## src/rtl/pipe_register_pkg.sv

```systemverilog
// Shared slice state encoding and sizing helpers for pipe_register.

package pipe_register_pkg;

  typedef enum logic [1:0] {
    ST_EMPTY = 2'd0,
    ST_ONE   = 2'd1,
    ST_TWO   = 2'd2
  } stage_state_e;

  // Each slice holds up to two words, so the pipeline holds 0..2*stages.
  function automatic int count_width(input int stages);
    return $clog2(2 * stages + 1);
  endfunction

endpackage

```

## src/rtl/pipe_register_stage.sv

```systemverilog
// One elastic slice: main + skid register, three-state FSM and a registered ready.
// The FSM state is an output so the parent can derive valid and observe occupancy.

module pipe_register_stage
  import pipe_register_pkg::*;
#(
  parameter int WIDTH = 8
) (
  input  logic             clk,
  input  logic             rst_,
  input  logic             enable,
  input  logic             clear,
  input  logic             in_valid,
  output logic             in_ready,
  input  logic [WIDTH-1:0] in_data,
  input  logic             out_ready,
  output logic [WIDTH-1:0] out_data,
  output stage_state_e     state
);

  stage_state_e     state_q;
  stage_state_e     state_d;
  logic [WIDTH-1:0] main_q;
  logic [WIDTH-1:0] main_d;
  logic [WIDTH-1:0] skid_q;
  logic [WIDTH-1:0] skid_d;
  logic             ready_q;
  logic             fire_in;
  logic             fire_out;

  // Handshake: a word moves across a boundary on a rising edge where valid
  // and ready are both high (and the slice is enabled). Ready here is a flop,
  // so it never depends combinationally on the downstream ready.
  assign fire_in  = enable & in_valid & ready_q;
  assign fire_out = enable & (state_q != ST_EMPTY) & out_ready;

  always_comb begin
    state_d = state_q;
    main_d  = main_q;
    skid_d  = skid_q;
    case (state_q)
      ST_EMPTY: begin
        if (fire_in) begin
          state_d = ST_ONE;
          main_d  = in_data;
        end
      end
      ST_ONE: begin
        if (fire_in && !fire_out) begin
          state_d = ST_TWO;
          skid_d  = in_data;
        end else if (fire_out && !fire_in) begin
          state_d = ST_EMPTY;
        end else if (fire_in && fire_out) begin
          main_d = in_data;
        end
      end
      ST_TWO: begin
        if (fire_out) begin
          state_d = ST_ONE;
          main_d  = skid_q;
        end
      end
      default: begin
        state_d = ST_EMPTY;
      end
    endcase
  end

  // Clearing drops ready for one cycle so acceptance resumes one edge later,
  // matching the behaviour after reset release.
  always_ff @(posedge clk) begin
    if (!rst_) begin
      state_q <= ST_EMPTY;
      main_q  <= '0;
      skid_q  <= '0;
      ready_q <= 1'b0;
    end else if (clear) begin
      state_q <= ST_EMPTY;
      ready_q <= 1'b0;
    end else if (enable) begin
      state_q <= state_d;
      main_q  <= main_d;
      skid_q  <= skid_d;
      ready_q <= (state_d != ST_TWO);
    end
  end

  assign in_ready = ready_q;
  assign out_data = main_q;
  assign state    = state_q;

endmodule

```

## src/rtl/pipe_register.sv

```systemverilog
// Elastic pipeline register: STAGES skid slices under valid/ready with enable freeze
// and occupancy count. Optional flush port when PIPE_REGISTER_FLUSH_EN is defined.

module pipe_register
  import pipe_register_pkg::*;
#(
  parameter int WIDTH  = 8,
  parameter int STAGES = 1
) (
  input  logic                             clk,
  input  logic                             rst_,
  input  logic                             enable,
`ifdef PIPE_REGISTER_FLUSH_EN
  input  logic                             flush,
`endif
  input  logic                             in_valid,
  output logic                             in_ready,
  input  logic [WIDTH-1:0]                 in_data,
  output logic                             out_valid,
  input  logic                             out_ready,
  output logic [WIDTH-1:0]                 out_data,
  output logic [count_width(STAGES)-1:0]   count
);

  localparam int            CW        = count_width(STAGES);
  localparam logic [CW-1:0] COUNT_MAX = CW'(2 * STAGES);

  if (WIDTH < 1 || STAGES < 1) begin : g_bad_params
    $error("pipe_register: WIDTH and STAGES must both be >= 1");
  end

  logic flush_i;
`ifdef PIPE_REGISTER_FLUSH_EN
  assign flush_i = flush;
`else
  assign flush_i = 1'b0;
`endif

  // Flush outranks enable: while it is high nothing may fire.
  logic run;
  assign run = enable & ~flush_i;

  logic [STAGES:0]  link_valid;
  logic [STAGES:0]  link_ready;
  logic [WIDTH-1:0] link_data [STAGES+1];
  stage_state_e     stage_state [STAGES];

  assign link_valid[0]      = in_valid;
  assign link_data[0]       = in_data;
  assign link_ready[STAGES] = out_ready;

  for (genvar i = 0; i < STAGES; i++) begin : g_stage
    pipe_register_stage #(
      .WIDTH(WIDTH)
    ) u_stage (
      .clk      (clk),
      .rst_     (rst_),
      .enable   (run),
      .clear    (flush_i),
      .in_valid (link_valid[i]),
      .in_ready (link_ready[i]),
      .in_data  (link_data[i]),
      .out_ready(link_ready[i+1]),
      .out_data (link_data[i+1]),
      .state    (stage_state[i])
    );
    assign link_valid[i+1] = (stage_state[i] != ST_EMPTY);
  end

  assign in_ready  = run & link_ready[0];
  assign out_valid = run & link_valid[STAGES];
  assign out_data  = link_data[STAGES];

  logic            fire_in;
  logic            fire_out;
  logic [CW-1:0]   count_q;

  assign fire_in  = in_valid & in_ready;
  assign fire_out = out_valid & out_ready;

  // Guards keep the counter inside 0..2*STAGES even if the handshake misbehaves.
  always_ff @(posedge clk) begin
    if (!rst_) begin
      count_q <= '0;
    end else if (flush_i) begin
      count_q <= '0;
    end else if (fire_in && !fire_out && count_q != COUNT_MAX) begin
      count_q <= count_q + 1'b1;
    end else if (fire_out && !fire_in && count_q != '0) begin
      count_q <= count_q - 1'b1;
    end
  end

  assign count = count_q;

endmodule
```

## config.mk

```make
export PLATFORM = sky130hd
export DESIGN_NAME = pipe_register
export DESIGN_NICKNAME = d
export VERILOG_FILES = /design/src/rtl/pipe_register_pkg.sv /design/src/rtl/pipe_register_stage.sv /design/src/rtl/pipe_register.sv
export SDC_FILE = /design/constraint.sdc
export NUM_CORES = 1
export LEC_CHECK = 0
export ABC_AREA = 1
export ABC_CLOCK_PERIOD_IN_PS = 2120
export CORE_ASPECT_RATIO = 0.8
export CORE_MARGIN = 3
export CORE_UTILIZATION = 54
export DETAILED_ROUTE_END_ITERATION = 8
export PLACE_DENSITY = 0.93
export SYNTH_ARGS = -nofsm -noshare
export SYNTH_HDL_FRONTEND = slang
export SYNTH_HIERARCHICAL = 1
export SYNTH_SLANG_ARGS = --single-unit
```

## constraint.sdc

```tcl
create_clock -name clk -period 2.12 [get_ports clk]
set_input_delay 0.53 -clock clk [delete_from_list [all_inputs] [get_ports clk]]
set_output_delay 0.53 -clock clk [all_outputs]
set_load 0.05 [all_outputs]
```

==> results.cfg, run 1 <==
[sta]
skew_ps = 8.320
worst_pin_slew_ps = 503.5
slew_headroom_pct = 66.33
slew_viol_final = 0
rsz0062_at_grt = false
setup_viol = 0
finalWorstSetupSlack_ps = 33.23
fmax_mhz = 479.2
finalCriticalPeriod_ps = 2087
period_share_pct = 98.43
hold_viol = 0

[yosys]
yosys_warnings = 6
syn_area_um2 = 1232
synth_seq_area_share_pct = 34.11
synthTopCellsByArea = dfxtp_1 (34%), inv_1 (13%), nand2_1 (11%)
synth_top_cell_by_area = dfxtp_1
yosysTopAreaCellShare_pct = 34.11
synth_cell_types = 22
syn_area_per_cell_um2 = 6.453
synthCells = 191
synth-seq-cells = 21

[pwr]
p_switching_w = 0.0002008
p_seq_share_pct = 55.6
p_comb_share_pct = 18.2
leakage_nw = 0.7094
p_clk_share_pct = 26.2
power_w = 0.0007321
vdd.ir_drop.worst_mv = 0.4466
p_sw_share_pct = 27.43
p_int_w = 0.0005313
p_per_area_nw_per_um2 = 467.4

[worst_setup_path]
cp_cell_sequence = clkdlybuf4s50_1 > inv_1 > nor2_4 > buf_12
critPathCaptureType = output port
worstPathRequired_ps = 1590
worst-path-max-fanout = 6
arrival_ps = 1560
cp_slowest_stage_delay_ps = 610
critPathTopFamily = buffers and inverters
startpoint_type = primary input
critPathKind = in -> out
cpMaxStageDelayCell = clkdlybuf4s50_1
cp_num_buf_inv = 3

[die]
die_height_um = 48.73
io_pins = 25
start_util_pct = 61.18
die-area_um2 = 2895
die_w_um = 59.41
rows = 14
fp.coreArea_um2 = 2014

[global_route]
grt_pass1_wl_um = 4416
antenna_found_initial = 0
globalRouteTotalUtil_pct = 19.96
gr-total-overflow = 0
grt_pass1_vias = 1071
grt_max_degree = 18

[layout]
nets = 234
final_cell_mix = inv_1 (43), nand2_1 (37), dfxtp_1 (21), clkdlybuf4s50_1 (21), nor2_1 (20)
drive_gt1_share_pct = 13.18
post-route-util_pct = 77.76
multi_input_area_um2 = 619.3
final_cells = 244
num-fill-cells = 145
diodes = 0
final_common_cell = inv_1
syn_to_final_growth_pct = 27.11
ff_latch_area_um2 = 420.4

[clock_network]
cts_setup_buffers = 0
post_cts_resized = 0
root_buffer = clkbuf_4
cts_inserted_buffers = 3
h-tree-depth = 1
numClockSinks = 21
clockBufferDepth = 2
cts_hold_buf = 0
tritoncts = built
clkTransAtPathRegs_ps = 110
clk_latency_ps = 310

[detailed_routing]
drt_iter0_markers = 35
wl_per_cell_um = 10.82
drtPass1Iterations = 4
drt_wl_total_um = 2639
drc = 0
ant_nets = 0
routed-via-count = 1184
avgViaCountPerCell = 4.852

[place]
port_buffers = 24
hpwlAfterDp_um = 2088
pre_cts_ws_ps = -105.4
gp_congestion = 0.8436
dpl.cell_count = 240

[status]
status = finished, final reports clean

[min_path]
hold_class = reg -> reg

[job]
drv_cap = 0
==> Yosys cell counts <==
cell type	n
a21oi_1	10
a21oi_4	1
buf_2	2
clkbuf_1	1
clkbuf_2	1
clkinv_2	1
conb_1	1
dfxtp_1	21
inv_1	43
inv_2	3
nand2_1	37
nand2_2	6
nand3_1	4
nand3_2	4
nand3_4	1
nand4_1	11
nor2_1	20
nor2_2	1
nor2_4	2
o21a_1	1
o21ai_0	19
o21ai_4	1
==> registers in the layout, summed over array words and instances (netlist names) <==
register	flops
g_stage.u_stage/in_ready	1
g_stage.u_stage/out_data	8
g_stage.u_stage/state	2
g_stage.u_stage/skid_q	8
count	2
==> power by group through the flow <==
stage / sequential, W / clock (W) / combinational (W)
floorplan: 0.000433 / 0 / 0.0000578
detailed placement: 0.000416 / 0 / 0.000132
CTS: 0.000407 / 0.000198 / 0.000133
global route: 0.000408 / 0.000217 / 0.000147
global placement: 0.000415 / 0 / 0.000128
finish: 0.000407 / 0.000192 / 0.000133
==> worst reg2reg max path: cells and delay by family, from the launching register on <==
kind	cells	cell delay, ps
buffers and inverters	3	210
DFF	1	510
AOI/OAI and AO/OA	1	310
and+or+nand+nor	4	590
==> stage by stage <==
| step | TNS, ps | cell area (um2) | hold WS (ps) |
|---|---|---|---|
| 6_report | 0 | 1567 | 455.3 |
| 5_1_grt | 0 | 1567 | 481.8 |
| 4_1_cts | 0 | 1564 | 456.4 |
| 3_5_place_dp | -326.5 | 1538 | 440.0 |
| 3_3_place_gp | 0 | 1538 | 431.3 |
| 2_1_floorplan | 0 | 1236 | 423.9 |
==> metal layers <==
metal / part of all wire (%) / GRT usage [%] / vias to the layer above
li1: - / - / 644
met2: 46 / 32.91 / 31
met3: 5.5 / 7.181 / 7
met1: 46 / 22.62 / 502
met4: 2.1 / 8.679 / 0
met5: 0 / 0 / -
==> path summary, 6_finish.rpt <==
path                                                   from                                     endpoint  slack (ps)  cells after the start
setup reg to reg   g_stage[0].u_stage/state[0]$_SDFFE_PP0P_  g_stage[0].u_stage/out_data[5]$_SDFFE_PN0P_         440                      8
hold / removal    g_stage[0].u_stage/skid_q[1]$_SDFFE_PN0P_    g_stage[0].u_stage/skid_q[1]$_SDFFE_PN0P_         460                      2
setup / recovery                                     enable                                    out_valid          30                      4
hold reg to reg   g_stage[0].u_stage/skid_q[1]$_SDFFE_PN0P_    g_stage[0].u_stage/skid_q[1]$_SDFFE_PN0P_         460                      2
==> area by class of cell <==
| type | instances | share of cell area, % |
|---|---|---|
| multi-input cells | 120 | 39.54 |
| inverters | 47 | 11.34 |
| flip-flops and latches | 21 | 26.84 |
| repair buffers | 28 | 18.69 |
| clock buffers | 4 | 1.677 |
| well taps | 24 | 1.917 |
==> kinds of logic after synthesis <==
family / Yosys count / share of synthesized area [%]
flops: 21 / 34.11
other cells: 1 / 0.3043
simple gates: 86 / 34.62
buf+inv: 51 / 15.94
compound gates: 32 / 15.03
(Power assumes the default switching activity.)
==> run 2, diff against run 1 <==
--- a/config.mk
+++ b/config.mk
@@ -6,12 +6,12 @@
 export NUM_CORES = 1
 export LEC_CHECK = 0
 export ABC_AREA = 1
-export ABC_CLOCK_PERIOD_IN_PS = 2120
+export ABC_CLOCK_PERIOD_IN_PS = 2000
 export CORE_ASPECT_RATIO = 0.8
 export CORE_MARGIN = 3
-export CORE_UTILIZATION = 54
+export CORE_UTILIZATION = 50
 export DETAILED_ROUTE_END_ITERATION = 8
-export PLACE_DENSITY = 0.93
+export PLACE_DENSITY = 0.88
 export SYNTH_ARGS = -nofsm -noshare
 export SYNTH_HDL_FRONTEND = slang
 export SYNTH_HIERARCHICAL = 1
==> constraint.sdc (replaced) <==
create_clock -name clk -period 2 [get_ports clk]
set_input_delay 0.5 -clock clk [delete_from_list [all_inputs] [get_ports clk]]
set_output_delay 0.5 -clock clk [all_outputs]
set_load 0.05 [all_outputs]
==> results.cfg, run 2 (synthesized netlist as in run 1, its figures left out) <==
[worst_setup_path]
worst-path-max-fanout = 2
cp_cell_sequence = clkdlybuf4s50_1
cp_slowest_stage_delay_ps = 800
critPathKind = reg -> out
critPathCaptureType = output port
startpoint_type = register
arrival_ps = 1460
worstPathRequired_ps = 1500
critPathTopFamily = buffers and inverters
cp_num_buf_inv = 1
cpMaxStageDelayCell = clkdlybuf4s50_1

[die]
die_w_um = 61.51
die_height_um = 50.41
fp.coreArea_um2 = 2252
io_pins = 25
die-area_um2 = 3100
start_util_pct = 54.72
rows = 15

[clock_network]
clkTransAtPathRegs_ps = 110
tritoncts = built
clockBufferDepth = 2
clk_latency_ps = 300
root_buffer = clkbuf_4
cts_hold_buf = 0
h-tree-depth = 1
numClockSinks = 21
cts_inserted_buffers = 3

[layout]
final_area_um2 = 1579
syn_to_final_growth_pct = 28.12
drive_gt1_share_pct = 14.86
nets = 236
final_common_cell = inv_1
ff_latch_area_um2 = 420.4
num-fill-cells = 198
diodes = 0
final_cell_mix = inv_1 (43), nand2_1 (37), dfxtp_1 (21)
multi_input_area_um2 = 619.3

[detailed_routing]
routed-via-count = 1181
drt_wl_total_um = 2490
drt_iter0_markers = 53
drc = 0
wl_per_cell_um = 10.08
avgViaCountPerCell = 4.781
drtPass1Iterations = 4
ant_nets = 0

[place]
gp_congestion = 0.8300
port_buffers = 24
place_area_um2 = 1549
hpwlAfterDp_um = 1948

[sta]
setup-tns-final_ps = 0
skew_ps = 1.013
slew_headroom_pct = 66.68
hold_viol = 0
worst_pin_slew_ps = 498.3
setup_viol = 0
fmax_mhz = 509.4
rsz0062_at_grt = false
slew_viol_final = 0
finalCriticalPeriod_ps = 1963
period_share_pct = 98.16

[pwr]
p_per_area_nw_per_um2 = 489.2
power_w = 0.0007724
vdd.ir_drop.worst_mv = 0.2849
leakage_nw = 0.7420

[global_route]
grt_pass1_vias = 1027
grt_pass1_wl_um = 4257
antenna_found_initial = 0
grt_max_degree = 19
gr-total-overflow = 0
globalRouteTotalUtil_pct = 17.79

[min_path]
hold_class = reg -> reg

[status]
status = finished, final reports clean

[job]
drv_cap = 0
[run 2: changes by cell type in the layout (fill, tap and decap cells not counted), sizes merged]
cell / change
buf: +4
clkdlybuf4s50: -4
dlygate4sd2: +1
dlymetal6s2s: +1
[run 2: routing by layer]
layer,share of wire (%),GRT usage [%],routed length [um],up-vias
met2,43,27.87,1075,27
met4,0.48,3.180,12,0
met3,5.9,3.856,146,2
met5,0,0,0,-
li1,-,-,-,649
met1,50,25.12,1255,503
[run 2: where the power goes]
| part | internal (W) | total [W] | leakage (nW) | switching [W] |
|---|---|---|---|---|
| registers | 0.000425 | 0.000431 | 0.170 | 0.00000582 |
| clock network | 0.0000779 | 0.000200 | 0.0150 | 0.000122 |
| logic | 0.0000603 | 0.000141 | 0.557 | 0.0000810 |
| total | 0.000564 | 0.000772 | 0.742 | 0.000209 |
[run 2: worst paths after layout]
kind,startpoint,end,slack (ps),depth (start not counted)
hold reg to reg,g_stage[0].u_stage/skid_q[7]$_SDFFE_PN0P_,g_stage[0].u_stage/skid_q[7]$_SDFFE_PN0P_,450,2
setup reg to reg,g_stage[0].u_stage/state[0]$_SDFFE_PP0P_,g_stage[0].u_stage/out_data[4]$_SDFFE_PN0P_,370,8
hold / removal,g_stage[0].u_stage/skid_q[7]$_SDFFE_PN0P_,g_stage[0].u_stage/skid_q[7]$_SDFFE_PN0P_,450,2
setup / recovery,g_stage[0].u_stage/out_data[3]$_SDFFE_PN0P_,out_data[3],40,1
[run 2: layout make-up]
| class | instances | share of cell area [%] |
|---|---|---|
| Sequential cell | 21 | 26.62 |
| Multi-Input combinational cell | 120 | 39.22 |
| Inverter | 47 | 11.25 |
| Timing Repair Buffer | 30 | 19.26 |
| Clock buffer | 4 | 1.664 |
| Tap cell | 25 | 1.981 |
[run 2: timing repair]
action | 4_1_cts | 5_1_grt
setup buffers | 0 | 0
pin swaps | 0 | 0
endpoints found under the setup margin | 1 | 2
resized for setup | 1 | 2
hold endpoints to repair | 0 | 0
[run 2: metrics by stage]
stage	cells	utilization [%]	hold WS [ps]	setup slack, ps
after CTS	247	69.89	454.0	28.61
final	247	70.11	451.0	36.72
after global placement	243	68.78	431.9	-49.17
after global routing	247	70.11	484.0	2.197
after detailed placement	243	68.78	436.4	-131.9
after floorplan	192	-	423.9	456.3
